### src/rtl/mem_req_arbiter_if.sv
// rtl/mem_req_arbiter_if.sv - requester and AXI-master-user signal bundle for mem_req_arbiter
interface mem_req_arbiter_if;
    // fetch port
    logic        if_req;
    logic [31:0] if_addr;
    logic        if_ack;
    logic [31:0] if_rdata;

    // load/store port
    logic        ls_req;
    logic        ls_we;
    logic [1:0]  ls_size;
    logic        ls_unsigned;
    logic [31:0] ls_addr;
    logic [31:0] ls_wdata;
    logic        ls_ack;
    logic [31:0] ls_rdata;
    logic        ls_misalign;

    // AXI master start/done user side
    logic        m_start;
    logic        m_rw;
    logic [31:0] m_addr;
    logic [31:0] m_wdata;
    logic [3:0]  m_wstrb;
    logic        m_done;
    logic [31:0] m_rdata;
    logic        m_busy;

    modport master (
        input  if_req, if_addr,
        input  ls_req, ls_we, ls_size, ls_unsigned, ls_addr, ls_wdata,
        input  m_done, m_rdata, m_busy,
        output if_ack, if_rdata,
        output ls_ack, ls_rdata, ls_misalign,
        output m_start, m_rw, m_addr, m_wdata, m_wstrb
    );

    modport slave (
        output if_req, if_addr,
        output ls_req, ls_we, ls_size, ls_unsigned, ls_addr, ls_wdata,
        output m_done, m_rdata, m_busy,
        input  if_ack, if_rdata,
        input  ls_ack, ls_rdata, ls_misalign,
        input  m_start, m_rw, m_addr, m_wdata, m_wstrb
    );
endinterface

### src/rtl/mem_req_arbiter.sv
// rtl/mem_req_arbiter.sv - IF/LSU arbiter, store lane alignment and load formatting in front of the AXI master
module mem_req_arbiter (
    input  logic              clk,
    input  logic              rst_n,
    mem_req_arbiter_if.master bus
);

    typedef enum logic [1:0] {
        S_IDLE  = 2'd0,
        S_ISSUE = 2'd1,
        S_WAIT  = 2'd2,
        S_RESP  = 2'd3
    } state_t;

    localparam logic GRANT_IF = 1'b0;
    localparam logic GRANT_LS = 1'b1;

    function automatic logic [1:0] eff_size(input logic [1:0] size);
        return (size == 2'd3) ? 2'd2 : size;
    endfunction

    function automatic logic misaligned(input logic [1:0] size, input logic [1:0] off);
        logic [1:0] es;
        es = eff_size(size);
        return ((es == 2'd1) && off[0]) || ((es == 2'd2) && (off != 2'd0));
    endfunction

    function automatic logic [31:0] store_data(input logic [1:0] size, input logic [31:0] wdata);
        logic [31:0] r;
        case (eff_size(size))
            2'd0:    r = {4{wdata[7:0]}};
            2'd1:    r = {2{wdata[15:0]}};
            default: r = wdata;
        endcase
        return r;
    endfunction

    function automatic logic [3:0] store_strb(input logic [1:0] size, input logic [1:0] off);
        logic [3:0] r;
        case (eff_size(size))
            2'd0:    r = 4'b0001 << off;
            2'd1:    r = 4'b0011 << off;
            default: r = 4'b1111;
        endcase
        return r;
    endfunction

    function automatic logic [31:0] load_data(input logic [1:0] size, input logic uns,
                                              input logic [1:0] off, input logic [31:0] rdata);
        logic [31:0] b_sh;
        logic [31:0] h_sh;
        logic [31:0] r;
        b_sh = rdata >> {off, 3'b000};
        h_sh = rdata >> {off[1], 4'b0000};
        case (eff_size(size))
            2'd0:    r = uns ? {24'b0, b_sh[7:0]}  : {{24{b_sh[7]}}, b_sh[7:0]};
            2'd1:    r = uns ? {16'b0, h_sh[15:0]} : {{16{h_sh[15]}}, h_sh[15:0]};
            default: r = rdata;
        endcase
        return r;
    endfunction

    state_t      state_q, state_d;
    logic        owner_q, owner_d;
    logic        last_grant_q, last_grant_d;
    logic        we_q, we_d;
    logic [1:0]  size_q, size_d;
    logic        unsigned_q, unsigned_d;
    logic [31:0] addr_q, addr_d;
    logic [31:0] wdata_q, wdata_d;

    logic        if_ack_q, if_ack_d;
    logic [31:0] if_rdata_q, if_rdata_d;
    logic        ls_ack_q, ls_ack_d;
    logic [31:0] ls_rdata_q, ls_rdata_d;
    logic        ls_misalign_q, ls_misalign_d;
    logic        m_start_q, m_start_d;
    logic        m_rw_q, m_rw_d;
    logic [31:0] m_addr_q, m_addr_d;
    logic [31:0] m_wdata_q, m_wdata_d;
    logic [3:0]  m_wstrb_q, m_wstrb_d;

    logic        any_req;
    logic        pick_ls;
    logic        src_we;
    logic [1:0]  src_size;
    logic [31:0] src_addr;
    logic [31:0] src_wdata;
    logic        issue_now;

    assign any_req = bus.if_req | bus.ls_req;
    // On a tie the port that did not win last time gets the grant.
    assign pick_ls = bus.ls_req & (~bus.if_req | (last_grant_q == GRANT_IF));

    // In IDLE the issue can go out straight from the incoming request;
    // afterwards it is taken from the latched copy.
    always_comb begin
        src_we    = we_q;
        src_size  = size_q;
        src_addr  = addr_q;
        src_wdata = wdata_q;
        if (state_q == S_IDLE) begin
            src_we    = pick_ls & bus.ls_we;
            src_size  = pick_ls ? bus.ls_size : 2'd2;
            src_addr  = pick_ls ? bus.ls_addr : {bus.if_addr[31:2], 2'b00};
            src_wdata = pick_ls ? bus.ls_wdata : 32'h0;
        end
    end

    always_comb begin
        state_d       = state_q;
        owner_d       = owner_q;
        last_grant_d  = last_grant_q;
        we_d          = we_q;
        size_d        = size_q;
        unsigned_d    = unsigned_q;
        addr_d        = addr_q;
        wdata_d       = wdata_q;
        if_ack_d      = 1'b0;
        if_rdata_d    = if_rdata_q;
        ls_ack_d      = 1'b0;
        ls_rdata_d    = ls_rdata_q;
        ls_misalign_d = 1'b0;
        m_start_d     = 1'b0;
        m_rw_d        = m_rw_q;
        m_addr_d      = m_addr_q;
        m_wdata_d     = m_wdata_q;
        m_wstrb_d     = m_wstrb_q;
        issue_now     = 1'b0;

        case (state_q)
            S_IDLE: begin
                if (any_req) begin
                    last_grant_d = pick_ls;
                    owner_d      = pick_ls;
                    we_d         = src_we;
                    size_d       = src_size;
                    unsigned_d   = bus.ls_unsigned;
                    addr_d       = src_addr;
                    wdata_d      = src_wdata;
                    if (pick_ls && misaligned(bus.ls_size, bus.ls_addr[1:0])) begin
                        ls_ack_d      = 1'b1;
                        ls_misalign_d = 1'b1;
                        ls_rdata_d    = 32'h0;
                        state_d       = S_RESP;
                    end else begin
                        state_d   = S_ISSUE;
                        issue_now = ~bus.m_busy;
                    end
                end
            end
            S_ISSUE: begin
                // m_start_q high means the pulse is out this cycle.
                if (m_start_q) begin
                    state_d = S_WAIT;
                end else begin
                    issue_now = ~bus.m_busy;
                end
            end
            S_WAIT: begin
                if (bus.m_done) begin
                    state_d = S_RESP;
                    if (owner_q == GRANT_LS) begin
                        ls_ack_d   = 1'b1;
                        ls_rdata_d = we_q ? 32'h0
                                          : load_data(size_q, unsigned_q, addr_q[1:0], bus.m_rdata);
                    end else begin
                        if_ack_d   = 1'b1;
                        if_rdata_d = bus.m_rdata;
                    end
                end
            end
            S_RESP: begin
                state_d = S_IDLE;
            end
            default: begin
                state_d = S_IDLE;
            end
        endcase

        if (issue_now) begin
            m_start_d = 1'b1;
            m_rw_d    = src_we;
            m_addr_d  = {src_addr[31:2], 2'b00};
            m_wstrb_d = src_we ? store_strb(src_size, src_addr[1:0]) : 4'b0000;
            if (src_we) begin
                m_wdata_d = store_data(src_size, src_wdata);
            end
        end
    end

    always_ff @(posedge clk or negedge rst_n) begin
        if (!rst_n) begin
            state_q       <= S_IDLE;
            owner_q       <= GRANT_IF;
            last_grant_q  <= GRANT_LS;
            we_q          <= 1'b0;
            size_q        <= 2'd0;
            unsigned_q    <= 1'b0;
            addr_q        <= 32'h0;
            wdata_q       <= 32'h0;
            if_ack_q      <= 1'b0;
            if_rdata_q    <= 32'h0;
            ls_ack_q      <= 1'b0;
            ls_rdata_q    <= 32'h0;
            ls_misalign_q <= 1'b0;
            m_start_q     <= 1'b0;
            m_rw_q        <= 1'b0;
            m_addr_q      <= 32'h0;
            m_wdata_q     <= 32'h0;
            m_wstrb_q     <= 4'b0000;
        end else begin
            state_q       <= state_d;
            owner_q       <= owner_d;
            last_grant_q  <= last_grant_d;
            we_q          <= we_d;
            size_q        <= size_d;
            unsigned_q    <= unsigned_d;
            addr_q        <= addr_d;
            wdata_q       <= wdata_d;
            if_ack_q      <= if_ack_d;
            if_rdata_q    <= if_rdata_d;
            ls_ack_q      <= ls_ack_d;
            ls_rdata_q    <= ls_rdata_d;
            ls_misalign_q <= ls_misalign_d;
            m_start_q     <= m_start_d;
            m_rw_q        <= m_rw_d;
            m_addr_q      <= m_addr_d;
            m_wdata_q     <= m_wdata_d;
            m_wstrb_q     <= m_wstrb_d;
        end
    end

    assign bus.if_ack      = if_ack_q;
    assign bus.if_rdata    = if_rdata_q;
    assign bus.ls_ack      = ls_ack_q;
    assign bus.ls_rdata    = ls_rdata_q;
    assign bus.ls_misalign = ls_misalign_q;
    assign bus.m_start     = m_start_q;
    assign bus.m_rw        = m_rw_q;
    assign bus.m_addr      = m_addr_q;
    assign bus.m_wdata     = m_wdata_q;
    assign bus.m_wstrb     = m_wstrb_q;

endmodule

### src/flat_wrapper.sv
// flat-port wrapper written by rule: the top's interface ports become plain ports
module mem_req_arbiter_flat 
  (clk, rst_n, bus_if_req, bus_if_addr, bus_ls_req, bus_ls_we, bus_ls_size, bus_ls_unsigned, bus_ls_addr, bus_ls_wdata, bus_m_done, bus_m_rdata, bus_m_busy, bus_if_ack, bus_if_rdata, bus_ls_ack, bus_ls_rdata, bus_ls_misalign, bus_m_start, bus_m_rw, bus_m_addr, bus_m_wdata, bus_m_wstrb);
  mem_req_arbiter_if bus_i ();
  input  logic clk;
  input  logic rst_n;
  input wire logic [$bits(bus_i.if_req)-1:0] bus_if_req;
  input wire logic [$bits(bus_i.if_addr)-1:0] bus_if_addr;
  input wire logic [$bits(bus_i.ls_req)-1:0] bus_ls_req;
  input wire logic [$bits(bus_i.ls_we)-1:0] bus_ls_we;
  input wire logic [$bits(bus_i.ls_size)-1:0] bus_ls_size;
  input wire logic [$bits(bus_i.ls_unsigned)-1:0] bus_ls_unsigned;
  input wire logic [$bits(bus_i.ls_addr)-1:0] bus_ls_addr;
  input wire logic [$bits(bus_i.ls_wdata)-1:0] bus_ls_wdata;
  input wire logic [$bits(bus_i.m_done)-1:0] bus_m_done;
  input wire logic [$bits(bus_i.m_rdata)-1:0] bus_m_rdata;
  input wire logic [$bits(bus_i.m_busy)-1:0] bus_m_busy;
  output wire logic [$bits(bus_i.if_ack)-1:0] bus_if_ack;
  output wire logic [$bits(bus_i.if_rdata)-1:0] bus_if_rdata;
  output wire logic [$bits(bus_i.ls_ack)-1:0] bus_ls_ack;
  output wire logic [$bits(bus_i.ls_rdata)-1:0] bus_ls_rdata;
  output wire logic [$bits(bus_i.ls_misalign)-1:0] bus_ls_misalign;
  output wire logic [$bits(bus_i.m_start)-1:0] bus_m_start;
  output wire logic [$bits(bus_i.m_rw)-1:0] bus_m_rw;
  output wire logic [$bits(bus_i.m_addr)-1:0] bus_m_addr;
  output wire logic [$bits(bus_i.m_wdata)-1:0] bus_m_wdata;
  output wire logic [$bits(bus_i.m_wstrb)-1:0] bus_m_wstrb;
  assign bus_i.if_req = bus_if_req;
  assign bus_i.if_addr = bus_if_addr;
  assign bus_i.ls_req = bus_ls_req;
  assign bus_i.ls_we = bus_ls_we;
  assign bus_i.ls_size = bus_ls_size;
  assign bus_i.ls_unsigned = bus_ls_unsigned;
  assign bus_i.ls_addr = bus_ls_addr;
  assign bus_i.ls_wdata = bus_ls_wdata;
  assign bus_i.m_done = bus_m_done;
  assign bus_i.m_rdata = bus_m_rdata;
  assign bus_i.m_busy = bus_m_busy;
  assign bus_if_ack = bus_i.if_ack;
  assign bus_if_rdata = bus_i.if_rdata;
  assign bus_ls_ack = bus_i.ls_ack;
  assign bus_ls_rdata = bus_i.ls_rdata;
  assign bus_ls_misalign = bus_i.ls_misalign;
  assign bus_m_start = bus_i.m_start;
  assign bus_m_rw = bus_i.m_rw;
  assign bus_m_addr = bus_i.m_addr;
  assign bus_m_wdata = bus_i.m_wdata;
  assign bus_m_wstrb = bus_i.m_wstrb;
  mem_req_arbiter u_core (.clk(clk), .rst_n(rst_n), .bus(bus_i));
endmodule
### config.mk
export PLATFORM = sky130hd
export DESIGN_NAME = mem_req_arbiter_flat
export DESIGN_NICKNAME = d
export VERILOG_FILES = /design/src/rtl/mem_req_arbiter_if.sv /design/src/rtl/mem_req_arbiter.sv /design/src/flat_wrapper.sv
export SDC_FILE = /design/constraint.sdc
export NUM_CORES = 1
export LEC_CHECK = 0
export BUFFER_PORTS_ARGS = -buffer_cell sky130_fd_sc_hd__buf_2
export CAP_MARGIN = 20
export CORE_ASPECT_RATIO = 0.9
export CORE_MARGIN = 2
export CORE_UTILIZATION = 48
export CTS_CLUSTER_DIAMETER = 40
export DETAILED_ROUTE_END_ITERATION = 7
export PLACE_DENSITY = 0.77
export SLEW_MARGIN = 5
export SYNTH_ARGS = -nofsm -noshare
export SYNTH_HDL_FRONTEND = slang
export SYNTH_SLANG_ARGS = --single-unit
export TNS_END_PERCENT = 30
### constraint.sdc
create_clock -name clk -period 2.4 [get_ports clk]
set_clock_uncertainty 0.2 [all_clocks]
set_input_delay 0.12 -clock clk [delete_from_list [all_inputs] [get_ports clk]]
set_output_delay 0.12 -clock clk [all_outputs]
set_load 0.02 [all_outputs]
Word level (Yosys, flattened, before mapping)
Cells that the tools add are included.

operators by class
  eq/ne operators = 15
  multiplexer cells = 41
  reduce and logical (&&, ||, !) cells = 14
  shifts and indexed selects = 4
  bitwise logic cells = 8

operators by type and width
  cell                 count
  $mux 32              11
  $pmux 32 s2          3
  $shr 32x5->16        1
  $shr 32x5->8         1
  $mux 2               9
  $mux 1               13
  $eq 2x2->1 const B   6
  $eq 2x1->1 const B   4
  $pmux 2 s4           1
  $pmux 4 s2           1
  $logic_not 2->1      3
  $ne 2x1->1 const B   3
  $reduce_and 3->1     2
  $reduce_and 5->1     1
  $mux 4               1
  $ne 2x2->1 const B   2
  $not 1->1            4
  $pmux 1 s2           2
  $reduce_and 2->1     2
  $reduce_bool 2->1    2
  $shl 1x2->4 const A  1
  $shl 2x2->4 const A  1
  $logic_and 1x1->1    3
  $and 1x1->1          2
  2 further kinds      3

word-level totals
  register bits = 207
  output and inout bits = 137
  logic and storage cells = 100

Logic depth before layout (Yosys ltp)
  depth after elaboration = 10
  gate-level depth with buffers = 9
  mapped depth without buffers = 7

Worst setup path before layout
OpenSTA, ideal clock, no wires.

  kind = reg2reg
  from = reg u_core.state_q[0]
  to = reg u_core.m_addr_q[10], in the netlist u_core.bus.m_addr[10]
  data required time = 2075 ps
  setup time = 125 ps
  arrival = 1910 ps
  cell stages (with the launch flop) = 10
  clock period less this slack = 2235 ps
  path buffers = 2
  slack = 165 ps
  cells stage by stage = dfrtp_1 inv_1 ha_1 o21ai_2 a21oi_1 buf_2 nand2_2 inv_1 buf_2 mux2_2

on the way
  word-level cells in the longest chain between the ends = 2

RTL lines
  what                                                  RTL line                                        RTL
  start: declaration                                    mem_req_arbiter.sv:63                           state_t state_q, state_d;
  start signal: assignment                              mem_req_arbiter.sv:213                          state_q <= state_d;
  $eq 2x1->1 / $logic_not 2->1 (equally long branches)  mem_req_arbiter.sv:131, mem_req_arbiter.sv:102
  $pmux 1 s2 / $mux 32 (equally long branches)          mem_req_arbiter.sv:131, mem_req_arbiter.sv:102
  end signal: assignment                                mem_req_arbiter.sv:228                          m_addr_q <= m_addr_d;
  end: declaration                                      mem_req_arbiter.sv:79                           logic [31:0] m_addr_q, m_addr_d;

Parallel ways exist; a longest one is shown, timed or not.
A chain may end at the register's enable or synchronous reset.

Worst setup path in the final report
  from = reg u_core.state_q[1]
  to = reg u_core.m_wdata_q[3], in the netlist u_core.bus.m_wdata[3]

on the way
  word-level cells in the longest chain between the ends = 3

RTL lines
  what                                                                     RTL line                                        RTL
  $eq 2x1->1 / $logic_not 2->1 (equally long branches)                     mem_req_arbiter.sv:131, mem_req_arbiter.sv:102
  $pmux 1 s2 (tied with other cells)                                       mem_req_arbiter.sv:131                          case (state_q)
  $reduce_and 2->1 (no source line) / $pmux 32 s2 (equally long branches)  -
  end signal: assignment                                                   mem_req_arbiter.sv:229                          m_wdata_q <= m_wdata_d;
  end: declaration                                                         mem_req_arbiter.sv:80                           logic [31:0] m_wdata_q, m_wdata_d;

Parallel ways exist; a longest one is shown, timed or not.

==> out/metrics.yaml <==
global_routing:
  grt-ovfl-total: 0
  grt_util_all_layers_pct: 28.4
  grt_max_degree: 89
  grt_pass1_wl_um: 50000
  grt_pass1_vias: 9380
  antenna_found_initial: 2
route:
  wirelength_um: 32000
  drt-initial-drc-count: 796
  wl_per_cell_um: 20.0
  dr_total_vias: 9373
  antenna_left: 0
  viasPerCell: 5.86
  drtPass1Iterations: 7
  drc_errors: 0
critical_path:
  worst-path-buf-inv: 2
  r2r_start: "u_core.state_q[1]"
  cp_data_arrival_time_ps: 2510
  setup.worst_path.start_class: "flop"
  worstPathRequired_ps: 2600
  slowest_stage: "dfrtp_1"
  cp-end-kind: "flop"
  startpoint: "u_core.state_q[1]"
  path_delay_family: "flip-flops"
  path_class: "flop to flop"
  worstPathMaxFanout: 34
  path_cells: "inv_1 > ha_4 > o21ai_4 > a21oi_1 > and3_2 > buf_12 > mux2_2"
  critPathMaxStageDelay_ps: 390
status:
  status: "completed"
timing:
  drv_slew: 0
  worstMarginPinSlew_ps: 916
  fin_crit_ps: 2310
  maxSlewHeadroom_pct: 39.0
  fin_crit_sh_pct: 96.2
  finalSetupViolCount: 0
  grt_setup_unrepaired: "no"
  fmax_ghz: 0.433
  hold_violations: 0
  setup_tns_ps: 0
  worst_slack_ps: 90.6
logic_synthesis:
  synth_simple_gate_area_share_pct: 9.49
  synthCells: 912
  seq_area_frac_synth_pct: 51.7
  synth_top_family_by_area: "compound AO/OA/AOI/OAI gates"
  synth_edf_count: 0
  synthFlopType: "dfrtp_1"
  ys_types: 63
  synthXorXnorAreaFrac_pct: 0
  async_reset_ff_share_pct: 100
  synth_compound_area_share_pct: 19.0
  synth_fa_ha_area_share_pct: 0.374
  synth.ff_latch_count: 207
  synth_area_per_cell_um2: 11.0
  muxShareOfSynthArea_pct: 15.2
  yosysWarnings: 0
  synth_area_um2: 10000
clock_tree:
  cts_buffers: 31
  clk_latency_ps: 540
  cts_tree: "yes"
  cts.path.max_buffers: 3
  root_buffer: "clkbuf_16"
  clkTransAtPathRegs_ps: 50
  clock-sinks: 207
  htree_num_levels: 1
placed_design:
  place_congestion: 0.854
  hpwlAfterDp_um: 19300
  preCtsSetupSlack_ps: 72.9
  placed_cells: 1402
  io_buffers: 270
finish:
  final_common_cell: "buf_2"
  synthToLayoutAreaGrowth_pct: 42.0
  final_cells: 1600
  nFillCells: 1493
  mostFrequentLayoutCells: "269 x buf_2, 206 x dfrtp_1, 136 x dlygate4sd3_1"
  final_util_pct: 69.0
  layout.nets: 1458
  multi_input_area_um2: 4480
  drive_above_1_share_pct: 34.3
  ff_latch_area_um2: 5180
pwr:
  total_power_mw: 19.7
  leakage_nw: 6.85
  ir_drop_uv: 685
  p_per_area_nw_per_um2: 1390
worst_hold_path:
  hold_path_class: "primary input to flop"
  worstHoldStart: "bus_ls_unsigned"
floorplan:
  fp.coreArea_um2: 20600
  die_h_um: 141
  die_w_um: 156
  row_count: 50
  start_util_pct: 48.6
  dieArea_um2: 22100
  pin_count: 275
run:
  max_cap_violations: 0
[cell families (layout without fill, tap and decap cells)]
logic type      Yosys count  after routing
buf+inv                  95            520
mux                     137            137
compound gates          270            270
other cells               1              4
flops                   207            207
fa+ha+maj                 3              3
simple gates            199            199
[what timing repair did]
item | 4_1_cts | 5_1_grt
setup buffers | 0 | 3
hold buffers | 137 | 1
endpoints found under the setup margin | 0 | 59
gates resized for setup | 0 | 8
endpoints found under the hold margin | 409 | 1
[metal layers]
| metal | GRT usage (%) | vias up | routed length (um) |
|---|---|---|---|
| met5 | 0 | - | 0 |
| li1 | - | 4172 | - |
| met2 | 46.6 | 505 | 15300 |
| met4 | 10.6 | 0 | 1130 |
| met3 | 5.59 | 108 | 2510 |
| met1 | 37.7 | 4588 | 13000 |
[Yosys cell counts (all sizes together), types with 6 or more instances]
cell | count | area, um^2
o2111ai | 8 | 70.1
nand4b | 8 | 70.1
mux2i | 47 | 470
a21oi | 48 | 240
o21ai | 49 | 249
nand2 | 86 | 325
a2bb2oi | 17 | 149
a32oi | 10 | 87.6
inv | 20 | 75.1
dfrtp | 206 | 5150
a22oi | 10 | 75.1
nand2b | 29 | 181
o211ai | 8 | 60.1
buf | 33 | 194
nor2 | 43 | 164
o22ai | 21 | 145
a32o | 19 | 190
a31oi | 26 | 169
nor2b | 19 | 119
a22o | 32 | 280
o221ai | 6 | 52.6
clkbuf | 41 | 154
mux2 | 89 | 1030
[sequential cells by signal (all words and copies together), names as in the netlist, 2 cells and up]
| register | cells |
|---|---|
| u_core.wdata_q | 32 |
| u_core.bus.m_wdata | 32 |
| u_core.size_q | 2 |
| u_core.bus.m_wstrb | 4 |
| u_core.addr_q | 32 |
| u_core.state_q | 2 |
| u_core.bus.m_addr | 30 |
| u_core.bus.ls_rdata | 32 |
| u_core.bus.if_rdata | 32 |
[tightest hold or removal path: stages]
cell	delay (ps)
dlygate4sd3_1	540
buf_2	100
nand2_1	30
o21ai_0	60
[final cells by class]
type,count,area share [%]
Sequential cell,207,36.4
Antenna cell,2,0.0351
Timing Repair Buffer,445,22.4
Inverter,21,0.553
Multi-Input combinational cell,611,31.4
Tap cell,260,2.28
Clock buffer,38,5.91
Clock inverter,16,0.949
[final timing paths]
kind                       slack [ps]  cells after the start               endpoint
max in group asynchronous        1140                      4       u_core.addr_q[8]
min reg2reg                       280                      2      u_core.addr_q[12]
max reg2reg                        90                      7  u_core.bus.m_wdata[3]
min                               150                      4      u_core.unsigned_q
max                                90                      7  u_core.bus.m_wdata[3]
min in group asynchronous         540                      3    u_core.last_grant_q
[power by group]
group | internal, mW | switching, mW
Combinational | 3.81 | 5.54
Clock | 2.60 | 1.63
Sequential | 5.17 | 0.991
[per-stage QoR]
stage                     hold slack [ps]  area (um^2)
after floorplan                      -376        10000
after global placement              -82.2        11800
after detailed placement            -82.1        11800
after CTS                             150        14100
after global routing                  182        14200
final                                 154        14200
Power figures use the tool's default switching activity.
